==> config.mk <==
export PLATFORM = sky130hd
export DESIGN_NAME = shift_sub_divider
export DESIGN_NICKNAME = d
export VERILOG_FILES = /design/src/rtl/divider_pkg.sv /design/src/rtl/div_sub_step.sv /design/src/rtl/shift_sub_divider.sv
export SDC_FILE = /design/constraint.sdc
export NUM_CORES = 1
export LEC_CHECK = 0
export ABC_AREA = 0
export CORE_MARGIN = 2
export CORE_UTILIZATION = 27
export DETAILED_ROUTE_END_ITERATION = 10
export GPL_TIMING_DRIVEN = 0
export HOLD_SLACK_MARGIN = 0.15
export MAX_ROUTING_LAYER = met4
export PLACE_DENSITY = 0.45
export RECOVER_POWER = 25
export SLEW_MARGIN = 15
export SYNTH_ARGS = -nofsm -noshare
export SYNTH_HDL_FRONTEND = slang
export SYNTH_HIERARCHICAL = 1
export SYNTH_SLANG_ARGS = --single-unit
==> constraint.sdc <==
create_clock -name clk -period 2.75 [get_ports clk]
set_input_delay 0.4125 -clock clk [delete_from_list [all_inputs] [get_ports clk]]
set_output_delay 0.4125 -clock clk [all_outputs]
set_load 0.005 [all_outputs]
==> src/rtl/divider_pkg.sv <==
// Shared types and helpers for the shift-subtract divider.
//   state_t   : FSM state encoding (FIX exists only in the signed build)
//   cnt_width : step-counter width for a given operand width
// Build option: SHIFT_SUB_DIVIDER_SIGNED_EN enables two's-complement operation.
package divider_pkg;

`ifdef SHIFT_SUB_DIVIDER_SIGNED_EN
  typedef enum logic [1:0] {
    ST_IDLE = 2'd0,
    ST_RUN  = 2'd1,
    ST_FIX  = 2'd2
  } state_t;
`else
  typedef enum logic {
    ST_IDLE = 1'b0,
    ST_RUN  = 1'b1
  } state_t;
`endif

  // Counter must hold WIDTH-1; never narrower than one bit.
  function automatic int unsigned cnt_width(input int unsigned w);
    return (w <= 1) ? 1 : $clog2(w);
  endfunction

endpackage

==> src/rtl/div_sub_step.sv <==
// One combinational restoring division step: shift the next dividend bit
// into the partial remainder, trial-subtract the divisor, keep the
// difference if it did not borrow, and report the resulting quotient bit.
// Ports:
//   i_rem    [WIDTH:0]   partial remainder before the step
//   i_bit                next dividend bit (MSB first)
//   i_dvs    [WIDTH-1:0] divisor magnitude
//   o_rem_c  [WIDTH:0]   partial remainder after the step
//   o_qbit_c             quotient bit produced by this step
module div_sub_step
  import divider_pkg::*;
#(
  parameter int unsigned WIDTH = 16
) (
  input  logic [WIDTH:0]   i_rem,
  input  logic             i_bit,
  input  logic [WIDTH-1:0] i_dvs,
  output logic [WIDTH:0]   o_rem_c,
  output logic             o_qbit_c
);

  logic [WIDTH+1:0] w_shift;
  logic [WIDTH+1:0] w_diff;

  // Extra top bit turns the borrow of the trial subtract into a sign bit.
  assign w_shift  = {i_rem, i_bit};
  assign w_diff   = w_shift - {2'b00, i_dvs};
  assign o_qbit_c = ~w_diff[WIDTH+1];
  assign o_rem_c  = o_qbit_c ? w_diff[WIDTH:0] : w_shift[WIDTH:0];

endmodule

==> src/rtl/shift_sub_divider.sv <==
// Multi-cycle restoring shift-subtract divider, one quotient bit per cycle.
// Results are staged in working registers and published to the output
// registers one cycle after the last step, together with the done pulse.
// Build option: SHIFT_SUB_DIVIDER_SIGNED_EN adds two's-complement support
// (magnitudes at capture, sign fix-up in a FIX cycle, +1 cycle latency).
// Ports:
//   clk, rst_n          clock, asynchronous active-low reset
//   start               request a division (sampled in IDLE only)
//   dividend, divisor   operands, captured on acceptance
//   busy                high while a division is in progress
//   done                one-cycle pulse when results are valid
//   quotient, remainder results, held until the next done
//   div_by_zero         divisor was zero, qualified by done
module shift_sub_divider
  import divider_pkg::*;
#(
  parameter int unsigned WIDTH = 16
) (
  input  logic             clk,
  input  logic             rst_n,
  input  logic             start,
  input  logic [WIDTH-1:0] dividend,
  input  logic [WIDTH-1:0] divisor,
  output logic             busy,
  output logic             done,
  output logic [WIDTH-1:0] quotient,
  output logic [WIDTH-1:0] remainder,
  output logic             div_by_zero
);

  localparam int unsigned CNT_W = cnt_width(WIDTH);

  state_t           r_state;
  state_t           w_state_nxt;
  logic [WIDTH:0]   r_rem;
  logic [WIDTH:0]   w_rem_nxt;
  logic [WIDTH-1:0] r_quo;
  logic [WIDTH-1:0] w_quo_nxt;
  logic [WIDTH-1:0] r_dvs;
  logic [WIDTH-1:0] w_dvs_nxt;
  logic [CNT_W-1:0] r_cnt;
  logic [CNT_W-1:0] w_cnt_nxt;
  logic             r_fin;
  logic             w_fin_nxt;
  logic             r_dbz;
  logic             w_dbz_nxt;
  logic             w_zero;
  logic [WIDTH-1:0] w_dvd_op;
  logic [WIDTH-1:0] w_dvs_op;
  logic [WIDTH:0]   w_step_rem;
  logic             w_step_qbit;

  assign w_zero = (divisor == '0);

`ifdef SHIFT_SUB_DIVIDER_SIGNED_EN
  logic r_neg_q;
  logic w_neg_q_nxt;
  logic r_neg_r;
  logic w_neg_r_nxt;

  // Unsigned magnitudes; most-negative maps to itself, which is its correct
  // unsigned magnitude.
  assign w_dvd_op = dividend[WIDTH-1] ? WIDTH'(-dividend) : dividend;
  assign w_dvs_op = divisor[WIDTH-1]  ? WIDTH'(-divisor)  : divisor;
`else
  assign w_dvd_op = dividend;
  assign w_dvs_op = divisor;
`endif

  div_sub_step #(
    .WIDTH (WIDTH)
  ) u_step (
    .i_rem    (r_rem),
    .i_bit    (r_quo[WIDTH-1]),
    .i_dvs    (r_dvs),
    .o_rem_c  (w_step_rem),
    .o_qbit_c (w_step_qbit)
  );

  // State register
  always_ff @(posedge clk or negedge rst_n) begin
    if (!rst_n) begin
      r_state <= ST_IDLE;
    end else begin
      r_state <= w_state_nxt;
    end
  end

  // Next-state logic; a zero divisor never leaves IDLE
  always_comb begin
    w_state_nxt = r_state;
    case (r_state)
      ST_IDLE: begin
        if (start && !w_zero) w_state_nxt = ST_RUN;
      end
      ST_RUN: begin
`ifdef SHIFT_SUB_DIVIDER_SIGNED_EN
        if (r_cnt == '0) w_state_nxt = ST_FIX;
`else
        if (r_cnt == '0) w_state_nxt = ST_IDLE;
`endif
      end
`ifdef SHIFT_SUB_DIVIDER_SIGNED_EN
      ST_FIX:  w_state_nxt = ST_IDLE;
`endif
      default: w_state_nxt = ST_IDLE;
    endcase
  end

  // Datapath/output next values
  always_comb begin
    w_rem_nxt = r_rem;
    w_quo_nxt = r_quo;
    w_dvs_nxt = r_dvs;
    w_cnt_nxt = r_cnt;
    w_fin_nxt = 1'b0;
    w_dbz_nxt = r_dbz;
`ifdef SHIFT_SUB_DIVIDER_SIGNED_EN
    w_neg_q_nxt = r_neg_q;
    w_neg_r_nxt = r_neg_r;
`endif
    case (r_state)
      ST_IDLE: begin
        if (start) begin
          if (w_zero) begin
            w_quo_nxt = '1;
            w_rem_nxt = {1'b0, dividend};
            w_dbz_nxt = 1'b1;
            w_fin_nxt = 1'b1;
          end else begin
            // Dividend sits in the quotient register and is shifted out MSB
            // first while quotient bits shift in at the bottom.
            w_rem_nxt = '0;
            w_quo_nxt = w_dvd_op;
            w_dvs_nxt = w_dvs_op;
            w_cnt_nxt = CNT_W'(WIDTH - 1);
            w_dbz_nxt = 1'b0;
`ifdef SHIFT_SUB_DIVIDER_SIGNED_EN
            w_neg_q_nxt = dividend[WIDTH-1] ^ divisor[WIDTH-1];
            w_neg_r_nxt = dividend[WIDTH-1];
`endif
          end
        end
      end
      ST_RUN: begin
        w_rem_nxt = w_step_rem;
        w_quo_nxt = {r_quo[WIDTH-2:0], w_step_qbit};
        w_cnt_nxt = CNT_W'(r_cnt - 1'b1);
`ifndef SHIFT_SUB_DIVIDER_SIGNED_EN
        if (r_cnt == '0) w_fin_nxt = 1'b1;
`endif
      end
`ifdef SHIFT_SUB_DIVIDER_SIGNED_EN
      ST_FIX: begin
        // Truncation toward zero; remainder follows the dividend's sign.
        w_quo_nxt = r_neg_q ? WIDTH'(-r_quo) : r_quo;
        w_rem_nxt = {1'b0, r_neg_r ? WIDTH'(-r_rem[WIDTH-1:0]) : r_rem[WIDTH-1:0]};
        w_fin_nxt = 1'b1;
      end
`endif
      default: ;
    endcase
  end

  // Working registers
  always_ff @(posedge clk or negedge rst_n) begin
    if (!rst_n) begin
      r_rem <= '0;
      r_quo <= '0;
      r_dvs <= '0;
      r_cnt <= '0;
      r_fin <= 1'b0;
      r_dbz <= 1'b0;
`ifdef SHIFT_SUB_DIVIDER_SIGNED_EN
      r_neg_q <= 1'b0;
      r_neg_r <= 1'b0;
`endif
    end else begin
      r_rem <= w_rem_nxt;
      r_quo <= w_quo_nxt;
      r_dvs <= w_dvs_nxt;
      r_cnt <= w_cnt_nxt;
      r_fin <= w_fin_nxt;
      r_dbz <= w_dbz_nxt;
`ifdef SHIFT_SUB_DIVIDER_SIGNED_EN
      r_neg_q <= w_neg_q_nxt;
      r_neg_r <= w_neg_r_nxt;
`endif
    end
  end

  // Output registers; results only move on the done cycle
  always_ff @(posedge clk or negedge rst_n) begin
    if (!rst_n) begin
      busy        <= 1'b0;
      done        <= 1'b0;
      quotient    <= '0;
      remainder   <= '0;
      div_by_zero <= 1'b0;
    end else begin
      busy <= (r_state != ST_IDLE);
      done <= r_fin;
      if (r_fin) begin
        quotient    <= r_quo;
        remainder   <= r_rem[WIDTH-1:0];
        div_by_zero <= r_dbz;
      end
    end
  end

endmodule

; Word level (Yosys, flattened, before mapping)
; Cells that the tools add are included.
[word_totals]
reg_bits = 91
latchBits = 0
ramBits = 0
output_inout_bits = 35
input_bits = 35
wordCells = 43
memories = 0
romBits = 0
[op_classes]
shift = 0
n_eq_ne = 2
mul = 0
n_reduce_logical = 7
muxes = 17
n_div = 0
order_cmp = 0
bitwise = 3
n_addsub = 2
[op_table]
columns = op, n
row1 = 16-bit 2-to-1 mux, 3
row2 = 17-bit 2-to-1 mux, 2
row3 = 17-bit one-hot mux with 2 select lines, 1
row4 = 16-bit one-hot mux with 2 select lines, 1
row5 = 18-bit by 16-bit subtractor with 18-bit output, 1
row6 = 16-bit logical NOT, 1
row7 = 4-bit 2-to-1 mux, 2
row8 = 4-bit one-hot mux with 2 select lines, 1
row9 = 1-bit 2-to-1 mux, 5
row10 = 4-bit logical NOT, 1
row11 = "2-bit != test, second input constant", 2
row12 = 1-bit one-hot mux with 2 select lines, 2
row13 = 2-bit AND reduction, 2
row14 = "4-bit by 1-bit subtractor with 4-bit output, second input constant", 1
row15 = 1-bit inverter, 3
row16 = 3-bit AND reduction, 1
row17 = 1-bit logical AND, 1
row18 = 1-bit logical NOT, 1

; Longest topological paths before layout
; Gate-level depths: netlist of run 1.
[depth]
depth_word = 5
ltp_mapped = 12
ltp_nobuf = 12

; By module
; Netlist of run 1, hierarchy kept.
[modules_own_cells]
columns = mod, seq_area_each_um2, area_each_um2, cells_per_inst, instances
row1 = shift_sub_divider, 2277.2, 3917.5, 321, 1
row2 = div_sub_step, 0.0, 1142.3, 146, 1

; Worst setup path after synthesis of run 1
; No wires, ideal clock.
[synth_path]
kind = register to register
startpoint = register r_rem[8]
endpoint = register r_rem[16]
stages_incl_launch_ff = 12
t_required_ns = 2.629
synth_period_minus_slack_ns = 2.651
arrival_ns = 2.530
slack_ns = 0.099
setup_ns = 0.121
n_path_buf = 2
path_cell_list = dfrtp_1 -> ha_1 -> clkbuf_2 -> nand3_1 -> or4_1 -> a31oi_2 -> nor3_4 -> xnor2_4 -> buf_12 -> o211ai_2 -> xnor2_1 -> a22o_1
[synth_between]
elab_chain_cells = 3
[synth_rtl]
columns = element, line
row1 = "start, declared", shift_sub_divider.sv:35  ; logic [WIDTH:0] r_rem;
row2 = "start signal, assigned", shift_sub_divider.sv:179  ; r_rem <= w_rem_nxt;
row3 = 18-bit by 16-bit subtractor with 18-bit output, div_sub_step.sv:27  ; assign w_diff = w_shift - {2'b00, i_dvs};
row4 = 17-bit 2-to-1 mux, div_sub_step.sv:29  ; assign o_rem_c = o_qbit_c ? w_diff[WIDTH:0] : w_shift[WIDTH:0];
row5 = named net w_step_rem[16], shift_sub_divider.sv:50  ; logic [WIDTH:0] w_step_rem;
row6 = 17-bit one-hot mux with 2 select lines, shift_sub_divider.sv:122  ; case (r_state)
; The timed path passes the listed nets, and every way through them passes these cells.
; A chain may end at the register's enable or synchronous reset.

; Final worst setup path of run 1
[layout_path]
startpoint = register r_rem[4]
endpoint = register r_rem[11]
; Same word-level chain as after synthesis.

==> results of run 1 <==
cell usage after synthesis (2+ instances only):
cell type	instances
dfrtp_1	91
mux2_2	47
a21oi_1	36
inv_1	35
nand2_1	30
nand2b_1	21
clkbuf_1	18
o21ai_1	18
ha_1	17
nor2b_1	17
a311oi_1	16
o22ai_1	16
mux2_4	13
nor2_1	8
o21ai_0	8
xnor2_1	8
xor2_1	7
nand3_1	6
a211oi_1	4
buf_4	4
buf_6	3
mux2_1	3
nor4_2	3
a31oi_1	2
mux2i_1	2
o2111ai_1	2
o211ai_1	2
o21a_1	2
o31ai_1	2
logic make-up (layout without fill, tap and decap cells):
group                    after synthesis  count (layout)  synth area share
multiplexers                          65              65             0.154
buffers and inverters                 64             169            0.0586
AO/OA/AOI/OAI                        116             116             0.149
AND/OR/NAND/NOR                       97              97             0.111
XOR/XNOR                              16              16            0.0314
adder cells (fa/ha/maj)               18              18            0.0460
flip-flops                            91              91             0.450
report_power, final:
group / internal, mW / switching (mW)
combinational: 3.52 / 2.79
sequential: 2.03 / 0.554
clock: 0.738 / 0.567
how the worst min path moves through the flow:
stage | start | endpoint | slack [ps] | cells past startpoint
2_1_floorplan | rst_n | busy | 120 | 0
3_3_place_gp | r_fin | done | 370 | 0
3_5_place_dp | r_fin | done | 370 | 0
4_1_cts | r_fin | done | 390 | 0
5_1_grt | r_fin | done | 400 | 0
6_report | r_fin | done | 380 | 0
registers in the layout (all words and copies together), names as in the netlist:
register	cells
r_quo	16
r_fin	1
remainder	16
busy	1
quotient	16
div_by_zero	1
r_state	1
done	1
r_cnt	4
r_rem	17
r_dvs	16
r_dbz	1
per-stage QoR:
step                      TNS, ps   util  cell area (µm²)  total power, mW  setup WS [ps]
after floorplan                 0      -             5060             6.26           99.0
after global placement    -206130  0.326             6040             7.74          -2250
after detailed placement    -2840  0.328             6070             7.78           -257
after CTS                   -80.6  0.360             6660             9.94          -36.2
after global routing        -3.08  0.365             6770             11.0          -3.08
final                           0  0.365             6770             10.2           88.1
area by class of cell:
class,count,area (µm²)
Buffer,25,121
Multi-Input combinational cell,312,2720
Inverter,35,131
Timing Repair Buffer,93,908
Fill cell,1882,11800
Clock buffer,10,239
Sequential cell,91,2290
Clock inverter,6,70.1
Tap cell,234,293
critical path, stage by stage (launching register included):
cell	delay [ps]
dfrtp_2	440
ha_4	300
nand2_2	90
or4_4	560
a31oi_4	190
nor3_4	70
xnor2_4	210
buf_6	140
buf_16	110
mux2_4	300
inv_2	40
a21oi_1	50
per-layer routing:
metal / GRT usage / part of all wire
met5: - / 0
met1: 0.200 / 0.47
met3: 0.0231 / 0.031
met4: 0.0532 / 0.016
met2: 0.232 / 0.48
repair_timing:
item | CTS | global route
cloned | 1 | 0
hold buffers | 1 | 0
hold endpoints to repair | 34 | 0
endpoints found under the setup margin | 17 | 17
pin swaps | 4 | 13
buffers inserted | 12 | 9
gates resized for setup | 23 | 30
==> results.toml, run 1 <==
[run_status]
status = "finished clean"

[power]
power_density_nw_per_um2 = 1510
ir_worst_vdd_uv = 555
p_leak_nw = 2.75

[routing]
drt-wirelength-per-cell_um = 17.5
wirelength_mm = 14.1
vias_per_cell = 4.81
num_vias = 3876
first_pass_iters = 4
drt-initial-drc-count = 298
drc_errors = 0
antenna_left = 0

[synthesis]
synth_edf_count = 0
ys.warnings.count = 6
syn_avg_cell_area_um2 = 10.8
postSynthCellCount = 467
yosysSeqAreaShare = 0.450
syn-num-nets = 520
async_flop_share = 1.00
synth_ff_type = "dfrtp_1"
synth_top_area_share = 0.450
synthTopCellsByArea = "dfrtp_1 45%, mux2_2 10%, ha_1 4.2%"
synth.cell_area_um2 = 5060
ys_ff_latch = 91
yosysUniqueCellTypes = 55
synth_largest_area_cell = "dfrtp_1"

[critical_path]
cp_max_fo = 5
crit_required_ps = 2970
r2r-end = "r_rem[11]"
cp.arrival_ps = 2880
path_class = "reg -> reg"
crit_start = "r_rem[4]"
startpoint_type = "flop"
r2r_cells = 11
timing.critical_path.to = "r_rem[11]"
end_kind = "flop"
ff2ff_setup_slack_ps = 90
r2r_start = "r_rem[4]"

[timing]
fin_skew_ps = 11.5
finalHoldWorstSlack_ps = 385
slew_violations = 0
setup-violations-final = 0
clock.fmax_ghz = 0.376
relSlewSlack = 0.404
min_period_over_period = 0.968
worstMarginPinSlew_ps = 894
hold_violations = 0
period_needed_ps = 2660

[clock_network]
clk_pin_slew_worst_paths_ps = 70
tritoncts = "yes"
cts_sinks = 91
clk-insertion-delay-late_ps = 360
cts_root_buffer = "clkbuf_16"
clock_path_buffers = 2
htree_levels = 3
cts_buffers = 9

[place]
dp_hpwl_mm = 10.3
gp_congestion = 0.875
port-buffer-count = 69
placed_cells = 771

[global_route]
track_usage = 0.150
antenna_found_initial = 0
grt_pass1_wl_mm = 22.3
grt_pass1_vias = 3931
overflow = 0
grt_max_degree = 58

[floorplanning]
die_x_um = 141
num_io_pins = 70
die_h_um = 141
start_util = 0.273
rows = 50
core_area_um2 = 18500
die_area_um2 = 19900

[layout]
antenna_cells = 0
drive_gt1_frac = 0.274
stdcell_count = 806
final_net_count = 620
area_growth_pct = 33.8
final_common_cell = "dfrtp_1"
layout_common_cells = "82 x dfrtp_1, 68 x clkdlybuf4s50_1, 47 x mux2_2, 32 x a21oi_1, 30 x inv_1"

[run]
max-cap-violations = 0

[worst_hold_path]
hold_path_class = "reg -> reg"
(Power assumes the default switching activity.)
==> inputs of run 2 (changes only) <==
--- a/config.mk
+++ b/config.mk
@@ -7,12 +7,12 @@
 export LEC_CHECK = 0
 export ABC_AREA = 0
 export CORE_MARGIN = 2
-export CORE_UTILIZATION = 27
+export CORE_UTILIZATION = 40
 export DETAILED_ROUTE_END_ITERATION = 10
 export GPL_TIMING_DRIVEN = 0
 export HOLD_SLACK_MARGIN = 0.15
 export MAX_ROUTING_LAYER = met4
-export PLACE_DENSITY = 0.45
+export PLACE_DENSITY = 0.62
 export RECOVER_POWER = 25
 export SLEW_MARGIN = 15
 export SYNTH_ARGS = -nofsm -noshare
==> results.toml, run 2 (synthesis gave the netlist of run 1 again) <==
[worst_hold_path]
min_path_cells = 0
hold_path_class = "reg -> reg"

[layout]
stdcell_count = 745
nFillCells = 1098
final_net_count = 621
final_common_cell = "dfrtp_1"
antenna_cells = 0
drive_gt1_frac = 0.300
area_growth_pct = 33.8
largest_register_ffs = 17
max_flop_register = "r_rem"
layout_common_cells = "90 x dfrtp_1, 68 x clkdlybuf4s50_1, 39 x mux2_2, 28 x nand2_1"

[power]
p_total_mw = 10.7
p_seq_frac = 0.240
sw_frac_of_total = 0.389
net-switching-power_mw = 4.18
p_comb_frac = 0.641
ir_worst_vdd_uv = 745
internal-power_mw = 6.56
pwr-share-clk = 0.120
p_leak_nw = 2.79
power_density_nw_per_um2 = 1590

[critical_path]
crit_required_ps = 2950
cp_max_fo = 6
r2r_cells = 12
startpoint_type = "flop"
end_kind = "flop"
crit_buf_inv = 4
path_cells = "inv_2, ha_4, buf_6, nand4_4, or4_4, a31oi_4, nor3_4, xnor2_4, clkbuf_16, mux2_4, inv_2, a21oi_1"
path_class = "reg -> reg"
worst-path-stages = 12
slowest_delay_ps = 510
cp.arrival_ps = 2930
crit_top_cell = "inv_2"
crit_family = "simple AND/OR/NAND/NOR gates"
cpMaxStageDelayCell = "or4_4"

[place]
port-buffer-count = 69
preCtsSetupSlack_ps = -199
gp_congestion = 0.884
placed_cells = 709
dp_hpwl_mm = 9.84

[floorplanning]
num_io_pins = 70
core_area_um2 = 12500
rows = 41
start_util = 0.406
die_x_um = 116
die_h_um = 116
die_area_um2 = 13600

[timing]
setup_slack_ps = 15.3
period_needed_ps = 2730
relSlewSlack = 0.334
worstMarginPinSlew_ps = 998
setup_tns_ps = 0
rsz0062_at_grt = "true"
slew_violations = 0
fin_skew_ps = 7.59
clock.fmax_ghz = 0.366
hold_violations = 0
setup-violations-final = 0
min_period_over_period = 0.994

[global_route]
antenna_found_initial = 0
track_usage = 0.209
grt_pass1_wl_mm = 20.6
grt_max_degree = 53
grt_pass1_vias = 3796
overflow = 0

[run]
max-cap-violations = 0

[routing]
vias_per_cell = 5.36
drt-initial-drc-count = 217
first_pass_iters = 4
drc_errors = 0
antenna_left = 0
drt-wirelength-per-cell_um = 18.2
wirelength_mm = 13.6
num_vias = 3990

[clock_network]
clk-insertion-delay-late_ps = 350
tritoncts = "yes"
cts_buffers = 9
clock_path_buffers = 2
htree_levels = 3
clk_pin_slew_worst_paths_ps = 70
cts_root_buffer = "clkbuf_16"
cts_sinks = 91

[run_status]
status = "finished clean"
## run 2: final timing paths
path / from / endpoint / slack (ps)
min: r_fin / done / 390
min in group asynchronous: rst_n / quotient[11] / 770
min reg2reg: r_fin / done / 390
max in group asynchronous: rst_n / remainder[7] / 610
max: r_dvs[14] / r_rem[12] / 20
max reg2reg: r_dvs[14] / r_rem[12] / 20
## run 2: worst reg2reg max path, stage by stage (launching register included)
cell and delay (ps):
dfrtp_1 350, inv_2 70, ha_4 260, buf_6 120
nand4_4 130, or4_4 510, a31oi_4 180, nor3_4 70
xnor2_4 280, clkbuf_16 210, mux2_4 300, inv_2 50
a21oi_1 50
## run 2: power groups by stage
stage               clock [mW]  combinational [mW]  sequential [mW]
floorplan                    0                3.87             2.39
global placement             0                5.16             2.55
detailed placement           0                5.20             2.57
CTS                       1.32                5.45             2.54
global route              1.37                7.41             2.65
finish                    1.29                6.88             2.57
## run 2: timing repair
action | CTS | global route
endpoints found under the setup margin | 17 | 17
resized for setup | 9 | 71
hold endpoints to repair | 39 | 0
cloned | 0 | 1
hold buffers | 1 | 0
buffers inserted | 6 | 13
pin swaps | 3 | 20
## run 2: routing by layer
metal  vias to the layer above  wire length, µm  track usage
met1                      2007             6260        0.290
met5                         -                0            -
met3                        11              528       0.0327
met4                         0              147       0.0548
li1                       1880                -            -
met2                        92             6620        0.323
## run 2: cell type report
type | count | area, µm² | area share
Sequential cell | 91 | 2280 | 0.337
Multi-Input combinational cell | 312 | 2780 | 0.411
Clock buffer | 12 | 256 | 0.0379
Clock inverter | 4 | 56.3 | 0.00832
Buffer | 28 | 164 | 0.0242
Inverter | 35 | 134 | 0.0198
Tap cell | 172 | 215 | 0.0318
Timing Repair Buffer | 91 | 882 | 0.130
## run 2: per-stage QoR
step	util	hold WS (ps)	cell area, µm²
after global routing	0.543	400	6770
after detailed placement	0.481	374	5990
after CTS	0.513	386	6390
after floorplan	-	117	5060
after global placement	0.479	368	5970
final	0.543	387	6770
